`src/rtl/circuito_jogo_param_if.sv`:
```
// Player-facing signal bundle of the memory-sequence game core.
// master = board/bench side, slave = game core.
interface circuito_jogo_param_if #(
  parameter int N_CHAVES = 4
);
  logic                iniciar;
  logic                modo;
  logic [N_CHAVES-1:0] chaves;
  logic                ganhou;
  logic                perdeu;
  logic                pronto;
  logic [N_CHAVES-1:0] leds;
  logic [3:0]          db_estado;
  logic [7:0]          db_rodada;
  logic                db_timeout;

  modport master (
    output iniciar, modo, chaves,
    input  ganhou, perdeu, pronto, leds, db_estado, db_rodada, db_timeout
  );

  modport slave (
    input  iniciar, modo, chaves,
    output ganhou, perdeu, pronto, leds, db_estado, db_rodada, db_timeout
  );
endinterface

```
`src/rtl/circuito_jogo_param.sv`:
```
// Memory-sequence game core: control FSM, sequence RAM, show/timeout timer,
// key-edge detection and free-running LFSR symbol source.
module circuito_jogo_param #(
  parameter int         N_CHAVES  = 4,
  parameter int         N_RODADAS = 16,
  parameter int         TIMEOUT   = 5000,
  parameter int         T_MOSTRA  = 1000,
  parameter logic [7:0] SEED      = 8'hA5
) (
  input logic                   clock,
  input logic                   reset,
  circuito_jogo_param_if.slave  bus
);
  localparam int W  = $clog2(N_CHAVES);
  localparam int AW = $clog2(N_RODADAS);

  typedef enum logic [3:0] {
    INICIAL     = 4'd0,
    PREPARA     = 4'd1,
    MOSTRA_ON   = 4'd2,
    MOSTRA_OFF  = 4'd3,
    ESPERA      = 4'd4,
    REGISTRA    = 4'd5,
    COMPARA     = 4'd6,
    ESPERA_NOVA = 4'd7,
    FIM_GANHOU  = 4'd8,
    FIM_PERDEU  = 4'd9
  } estado_t;

  estado_t             r_estado, w_prox;
  logic [7:0]          r_lfsr;
  logic [7:0]          r_rodada, w_rodada_nx;
  logic [7:0]          r_endereco, w_endereco_nx;
  logic [31:0]         r_timer;
  logic [N_CHAVES-1:0] r_chaves_ant, r_jogada;
  logic                r_modo, w_modo_nx;
  logic                r_timeout, w_timeout_nx;
  logic                w_latch;
  logic                w_we;
  logic [7:0]          w_waddr;
  logic [W-1:0]        w_wdata;
  logic [W-1:0]        r_mem [N_RODADAS];

  logic                w_jogada, w_um_bit, w_ultimo, w_fim_rod;
  logic                w_t_mostra, w_t_out, w_timed;
  logic [W-1:0]        w_idx, w_sym;
  logic [N_CHAVES-1:0] w_oh_mem;
  logic [7:0]          w_rodada_inc;

  // Key event = rising edge of "any key pressed"; holding keys yields one event.
  assign w_jogada     = (|bus.chaves) & ~(|r_chaves_ant);
  assign w_um_bit     = (|bus.chaves) & ((bus.chaves & (bus.chaves - N_CHAVES'(1))) == '0);
  assign w_sym        = r_mem[r_endereco[AW-1:0]];
  assign w_oh_mem     = N_CHAVES'(1) << w_sym;
  assign w_ultimo     = (r_endereco == r_rodada);
  assign w_fim_rod    = (r_rodada == 8'(N_RODADAS - 1));
  assign w_t_mostra   = (r_timer == 32'(T_MOSTRA - 1));
  assign w_t_out      = (r_timer == 32'(TIMEOUT - 1));
  assign w_rodada_inc = r_rodada + 8'd1;
  assign w_timed      = (r_estado == MOSTRA_ON) || (r_estado == MOSTRA_OFF) ||
                        (r_estado == ESPERA)    || (r_estado == ESPERA_NOVA);

  always_comb begin
    w_idx = '0;
    for (int i = 0; i < N_CHAVES; i++)
      if (bus.chaves[i]) w_idx = W'(i);
  end

  always_comb begin
    w_prox        = r_estado;
    w_rodada_nx   = r_rodada;
    w_endereco_nx = r_endereco;
    w_modo_nx     = r_modo;
    w_timeout_nx  = r_timeout;
    w_latch       = 1'b0;
    w_we          = 1'b0;
    w_waddr       = r_rodada;
    w_wdata       = r_lfsr[W-1:0];
    case (r_estado)
      INICIAL, FIM_GANHOU, FIM_PERDEU: begin
        if (bus.iniciar) begin
          w_prox        = PREPARA;
          w_rodada_nx   = '0;
          w_endereco_nx = '0;
          w_timeout_nx  = 1'b0;
          w_modo_nx     = bus.modo;
        end
      end
      PREPARA: begin
        w_we          = 1'b1;
        w_endereco_nx = '0;
        w_prox        = MOSTRA_ON;
      end
      MOSTRA_ON: if (w_t_mostra) w_prox = MOSTRA_OFF;
      MOSTRA_OFF: begin
        if (w_t_mostra) begin
          if (w_ultimo) begin
            w_endereco_nx = '0;
            w_prox        = ESPERA;
          end else begin
            w_endereco_nx = r_endereco + 8'd1;
            w_prox        = MOSTRA_ON;
          end
        end
      end
      // A key event in the last allowed cycle beats the timeout.
      ESPERA: begin
        if (w_jogada) begin
          w_latch = 1'b1;
          w_prox  = REGISTRA;
        end else if (w_t_out) begin
          w_timeout_nx = 1'b1;
          w_prox       = FIM_PERDEU;
        end
      end
      REGISTRA: w_prox = COMPARA;
      COMPARA: begin
        if (r_jogada != w_oh_mem)
          w_prox = FIM_PERDEU;
        else if (!w_ultimo) begin
          w_endereco_nx = r_endereco + 8'd1;
          w_prox        = ESPERA;
        end else if (w_fim_rod)
          w_prox = FIM_GANHOU;
        else if (!r_modo) begin
          w_rodada_nx = w_rodada_inc;
          w_prox      = PREPARA;
        end else
          w_prox = ESPERA_NOVA;
      end
      ESPERA_NOVA: begin
        if (w_jogada) begin
          if (w_um_bit) begin
            w_we          = 1'b1;
            w_waddr       = w_rodada_inc;
            w_wdata       = w_idx;
            w_rodada_nx   = w_rodada_inc;
            w_endereco_nx = '0;
            w_prox        = MOSTRA_ON;
          end else
            w_prox = FIM_PERDEU;
        end else if (w_t_out) begin
          w_timeout_nx = 1'b1;
          w_prox       = FIM_PERDEU;
        end
      end
      default: w_prox = INICIAL;
    endcase
  end

  always_ff @(posedge clock or posedge reset) begin
    if (reset) begin
      r_estado     <= INICIAL;
      r_lfsr       <= SEED;
      r_rodada     <= '0;
      r_endereco   <= '0;
      r_timer      <= '0;
      r_chaves_ant <= '0;
      r_jogada     <= '0;
      r_modo       <= 1'b0;
      r_timeout    <= 1'b0;
    end else begin
      r_estado     <= w_prox;
      r_lfsr       <= {r_lfsr[6:0], r_lfsr[7] ^ r_lfsr[5] ^ r_lfsr[4] ^ r_lfsr[3]};
      r_rodada     <= w_rodada_nx;
      r_endereco   <= w_endereco_nx;
      r_chaves_ant <= bus.chaves;
      r_modo       <= w_modo_nx;
      r_timeout    <= w_timeout_nx;
      if (w_latch) r_jogada <= bus.chaves;
      // Timer restarts on every state change and idles outside timed states.
      r_timer      <= (w_prox != r_estado || !w_timed) ? '0 : r_timer + 32'd1;
    end
  end

  always_ff @(posedge clock) begin
    if (w_we) r_mem[w_waddr[AW-1:0]] <= w_wdata;
  end

  assign bus.ganhou     = (r_estado == FIM_GANHOU);
  assign bus.perdeu     = (r_estado == FIM_PERDEU);
  assign bus.pronto     = (r_estado == FIM_GANHOU) || (r_estado == FIM_PERDEU);
  assign bus.leds       = (r_estado == MOSTRA_ON) ? w_oh_mem : '0;
  assign bus.db_estado  = r_estado;
  assign bus.db_rodada  = r_rodada;
  assign bus.db_timeout = r_timeout;
endmodule

```
`src/flat_wrapper.sv`:
```
// flat-port wrapper written by rule: the top's interface ports become plain ports
module circuito_jogo_param_flat 
#(
  parameter int         N_CHAVES  = 4,
  parameter int         N_RODADAS = 16,
  parameter int         TIMEOUT   = 5000,
  parameter int         T_MOSTRA  = 1000,
  parameter logic [7:0] SEED      = 8'hA5
)
  (clock, reset, bus_iniciar, bus_modo, bus_chaves, bus_ganhou, bus_perdeu, bus_pronto, bus_leds, bus_db_estado, bus_db_rodada, bus_db_timeout);
  circuito_jogo_param_if #(.N_CHAVES(N_CHAVES)) bus_i ();
  input logic clock;
  input logic reset;
  input wire logic [$bits(bus_i.iniciar)-1:0] bus_iniciar;
  input wire logic [$bits(bus_i.modo)-1:0] bus_modo;
  input wire logic [$bits(bus_i.chaves)-1:0] bus_chaves;
  output wire logic [$bits(bus_i.ganhou)-1:0] bus_ganhou;
  output wire logic [$bits(bus_i.perdeu)-1:0] bus_perdeu;
  output wire logic [$bits(bus_i.pronto)-1:0] bus_pronto;
  output wire logic [$bits(bus_i.leds)-1:0] bus_leds;
  output wire logic [$bits(bus_i.db_estado)-1:0] bus_db_estado;
  output wire logic [$bits(bus_i.db_rodada)-1:0] bus_db_rodada;
  output wire logic [$bits(bus_i.db_timeout)-1:0] bus_db_timeout;
  assign bus_i.iniciar = bus_iniciar;
  assign bus_i.modo = bus_modo;
  assign bus_i.chaves = bus_chaves;
  assign bus_ganhou = bus_i.ganhou;
  assign bus_perdeu = bus_i.perdeu;
  assign bus_pronto = bus_i.pronto;
  assign bus_leds = bus_i.leds;
  assign bus_db_estado = bus_i.db_estado;
  assign bus_db_rodada = bus_i.db_rodada;
  assign bus_db_timeout = bus_i.db_timeout;
  circuito_jogo_param #(.N_CHAVES(N_CHAVES), .N_RODADAS(N_RODADAS), .TIMEOUT(TIMEOUT), .T_MOSTRA(T_MOSTRA), .SEED(SEED)) u_core (.clock(clock), .reset(reset), .bus(bus_i));
endmodule
```
`config.mk`:
```
export PLATFORM = sky130hd
export DESIGN_NAME = circuito_jogo_param_flat
export DESIGN_NICKNAME = d
export VERILOG_FILES = /design/src/rtl/circuito_jogo_param_if.sv /design/src/rtl/circuito_jogo_param.sv /design/src/flat_wrapper.sv
export SDC_FILE = /design/constraint.sdc
export NUM_CORES = 1
export LEC_CHECK = 0
export ABC_AREA = 1
export CORE_ASPECT_RATIO = 1.75
export CORE_MARGIN = 5
export CORE_UTILIZATION = 35
export DETAILED_ROUTE_END_ITERATION = 8
export GPL_TIMING_DRIVEN = 0
export SYNTH_ARGS = -nofsm -noshare
export SYNTH_HDL_FRONTEND = slang
export SYNTH_SLANG_ARGS = --single-unit
```
`constraint.sdc`:
```
create_clock -name clock -period 5.3 [get_ports clock]
set_clock_uncertainty 0.15 [all_clocks]
set_input_delay 0.795 -clock clock [delete_from_list [all_inputs] [get_ports clock]]
set_output_delay 0.795 -clock clock [all_outputs]
set_load 0.02 [all_outputs]
```
==> flow_metrics.py <==
metrics = {
    "clocking": {
        "clk_latency_ns": 0.37,
        "cts_resized": 0,
        "clk_pin_slew_ns": 0.08,
        "cts_buffers": 9,
        "cts_max_path_buffers": 2,
        "ctsHoldBuffers": 0,
        "clock-sinks": 102,
        "cts_setup_buffers": 0,
        "cts_max_level": 3,
        "cts_tree": "done",
        "clock-root-buffer": "clkbuf_16",
    },
    "worst_setup_path": {
        "slowest_delay_ns": 0.47,
        "crit_top_cell": "nand2_1",
        "timing_worst_setup_path_type": "in -> reg",
        "cpMaxStageDelayCell": "clkdlybuf4s50_1",
        "arrival_ns": 3.58,
        "cp.required_ns": 5.21,
        "cp_max_fo": 9,
        "startpoint_type": "input pin",
        "end_kind": "flip-flop",
        "crit_path_start": "bus_chaves[2]",
        "r2r-start": "u_core.bus.db_estado[2]",
        "path_cells": "clkdlybuf4s50_1 > nor2_1 > nand2_1 > nand2_1 > nand2_1 > nor2_1 > nand2_1 > inv_1 > nand2_1 > o21ai_0 > a21oi_1 > inv_1 > nand2_1 > nor2_1",
        "r2r_setup_slack_ns": 2.04,
    },
    "yosys": {
        "ys.flop_type": "dfrtp_1",
        "synth_top_area_cell": "dfrtp_1",
        "netlist_area_um2": 5980,
        "ys_async_sr_fraction": 0.686,
        "netlist.area_leader.share": 0.276,
        "synth.area.top_cells": "dfrtp_1 28%, edfxtp_1 16%, nand2_1 12%",
        "synth_warnings": 0,
        "syn_inst": 737,
        "seq_area_frac_synth": 0.454,
        "synth_area_per_cell_um2": 8.12,
        "synth_edf_count": 32,
        "syn_nets": 748,
        "synthDistinctLibCells": 43,
        "ys_ff_latch": 102,
    },
    "routing": {
        "first_iter_violations": 148,
        "via_per_inst": 4.87,
        "drt_wl_total_um": 15100,
        "vias": 4907,
        "post_drt_wl_per_cell_um": 15.0,
        "drc": 0,
        "drt_pre_antenna_iters": 7,
        "ant_nets": 0,
    },
    "timing": {
        "maxSlewHeadroom": 0.407,
        "tightest_slew_ns": 0.890,
        "rsz0062_at_grt": "no",
        "maxSlewViolCount": 0,
        "period_share": 0.692,
        "fmax_mhz": 273,
        "finalCriticalPeriod_ns": 3.67,
        "fin_setup_tns_ns": 0,
        "hold_violations": 0,
        "finalSetupViolations": 0,
    },
    "die": {
        "num_rows": 63,
        "fp.dieW_um": 109,
        "die_y_um": 183,
        "core-area_um2": 16900,
        "ioPinCount": 28,
        "start_util": 0.355,
        "die-area_um2": 19900,
    },
    "power": {
        "peakVddDrop_mv": 0.290,
        "cellPowerDensity_nw_per_um2": 311,
        "p_leak_nw": 2.88,
    },
    "final_layout": {
        "nFillCells": 1774,
        "drive_gt1_frac": 0.128,
        "area_delta_synth_final_pct": 14.5,
        "antenna_cells": 0,
        "finalNetCount": 787,
        "fin_cells": 1008,
    },
    "grt": {
        "grt_max_degree": 71,
        "grt_pass1_vias": 5008,
        "grt_use_total": 0.159,
        "antenna_found_initial": 0,
        "gr-total-overflow": 0,
        "grt_pass1_wl_um": 24400,
    },
    "placed_design": {
        "dpl.cell_count": 992,
        "dpl.hpwl_um": 11500,
        "io_buffers": 27,
        "gp_congestion": 0.926,
    },
    "run": {
        "drv_cap": 0,
    },
    "hold_path": {
        "worstHoldStart": "u_core.r_lfsr[6]",
        "hp-class": "reg -> reg",
    },
    "status": {
        "outcome": "complete, no violations",
    },
}
-- final cells by class --
type	instances	area, um^2	share of cell area
multi-input cells	519	2780	0.405
flip-flops and latches	102	2720	0.397
inverters	103	389	0.0568
well taps	227	284	0.0415
repair buffers	28	278	0.0405
clock buffers	9	225	0.0329
plain buffers	13	105	0.0153
clock inverters	7	77.6	0.0113
-- cells by family (layout without fill, tap and decap cells) --
kind of cell | count (synthesis) | after routing | share of synthesized area
and+or+nand+nor | 415 | 415 | 0.336
buffers and inverters | 116 | 160 | 0.0822
DFF | 102 | 102 | 0.454
AOI/OAI and AO/OA | 58 | 58 | 0.0577
xor gates and xnor gates | 41 | 41 | 0.0600
adders and majority gates | 3 | 3 | 0.00627
muxes | 2 | 2 | 0.00376
-- critical path: cells and delay by family --
family,cells,cell delay (ns)
and+or+nand+nor,9,1.61
AOI/OAI and AO/OA,2,0.33
buffers and inverters,3,0.82
-- metrics by stage --
step | instance area, um^2 | worst slack, ns | utilization | power (mW) | hold WS [ns]
final | 6850 | 1.63 | 0.406 | 2.13 | 0.206
after detailed placement | 6550 | 1.27 | 0.388 | 1.49 | 0.191
after CTS | 6850 | 1.66 | 0.406 | 2.16 | 0.210
after global routing | 6850 | 1.35 | 0.406 | 2.23 | 0.212
after global placement | 6540 | 0.741 | 0.388 | 1.49 | 0.186
after floorplan | 5980 | 2.49 | - | 1.32 | 0.183
-- routing by layer --
layer,part of all wire,vias to the layer above,wire length (um),global-route usage
li1,-,2459,-,-
met1,0.37,2315,5520,0.156
met2,0.57,94,8650,0.314
met3,0.023,39,351,0.0173
met4,0.039,0,586,0.0804
met5,0,-,0,0
-- final timing paths --
| path | cells past startpoint | endpoint |
|---|---|---|
| hold / removal | 0 | u_core.r_lfsr[7] |
| hold reg to reg | 0 | u_core.r_lfsr[7] |
| setup / recovery | 14 | u_core.r_mem[5][1] |
| setup reg to reg | 12 | u_core.r_mem[5][1] |
| min in group asynchronous | 2 | u_core.r_timer[24] |
| max in group asynchronous | 2 | u_core.r_timer[4] |
-- power by group --
part           leakage (nW)  internal (mW)  switching [mW]
Combinational          1.50          0.182           0.438
Clock                 0.146          0.335           0.334
Sequential             1.24          0.829          0.0167
-- state kept, by name, indices dropped and copies added (netlist names) --
register	cells
u_core.r_mem	32
u_core.r_timer	32
u_core.bus.db_rodada	8
u_core.r_endereco	8
u_core.r_lfsr	8
u_core.bus.db_estado	4
u_core.r_chaves_ant	4
u_core.r_jogada	4
u_core.bus.db_timeout	1
u_core.r_modo	1
-- cells in the mapped netlist, types with 8 or more instances --
cell type,number
dfrtp_1,66
edfxtp_1,32
inv_1,95
inv_2,8
nand2_1,190
nand3_1,46
nand4_1,17
nor2_1,84
nor3_1,12
nor3_2,33
nor4_1,8
o21ai_0,29
o21ai_1,8
xnor2_1,11
xor2_1,30
-- cells in the final DEF (no fill, tap or decap), drive strengths merged --
cell type      count
nand2            196
inv              106
nor2              92
dfrtp             66
nand3             47
nor3              45
o21ai             37
edfxtp            32
xor2              30
clkdlybuf4s50     27
nand4             18
buf               13
xnor2             11
clkbuf            10
nor4               9
a21oi              8
or2                5
dfstp              4
o211ai             3
nand3b             3
ha                 3
clkinv             3
o22ai              2
o2111ai            2
o221ai             2
mux2               2
o31ai              1
o21bai             1
o41ai              1
a311oi             1
clkinvlp           1
Power figures use the tool's default switching activity.
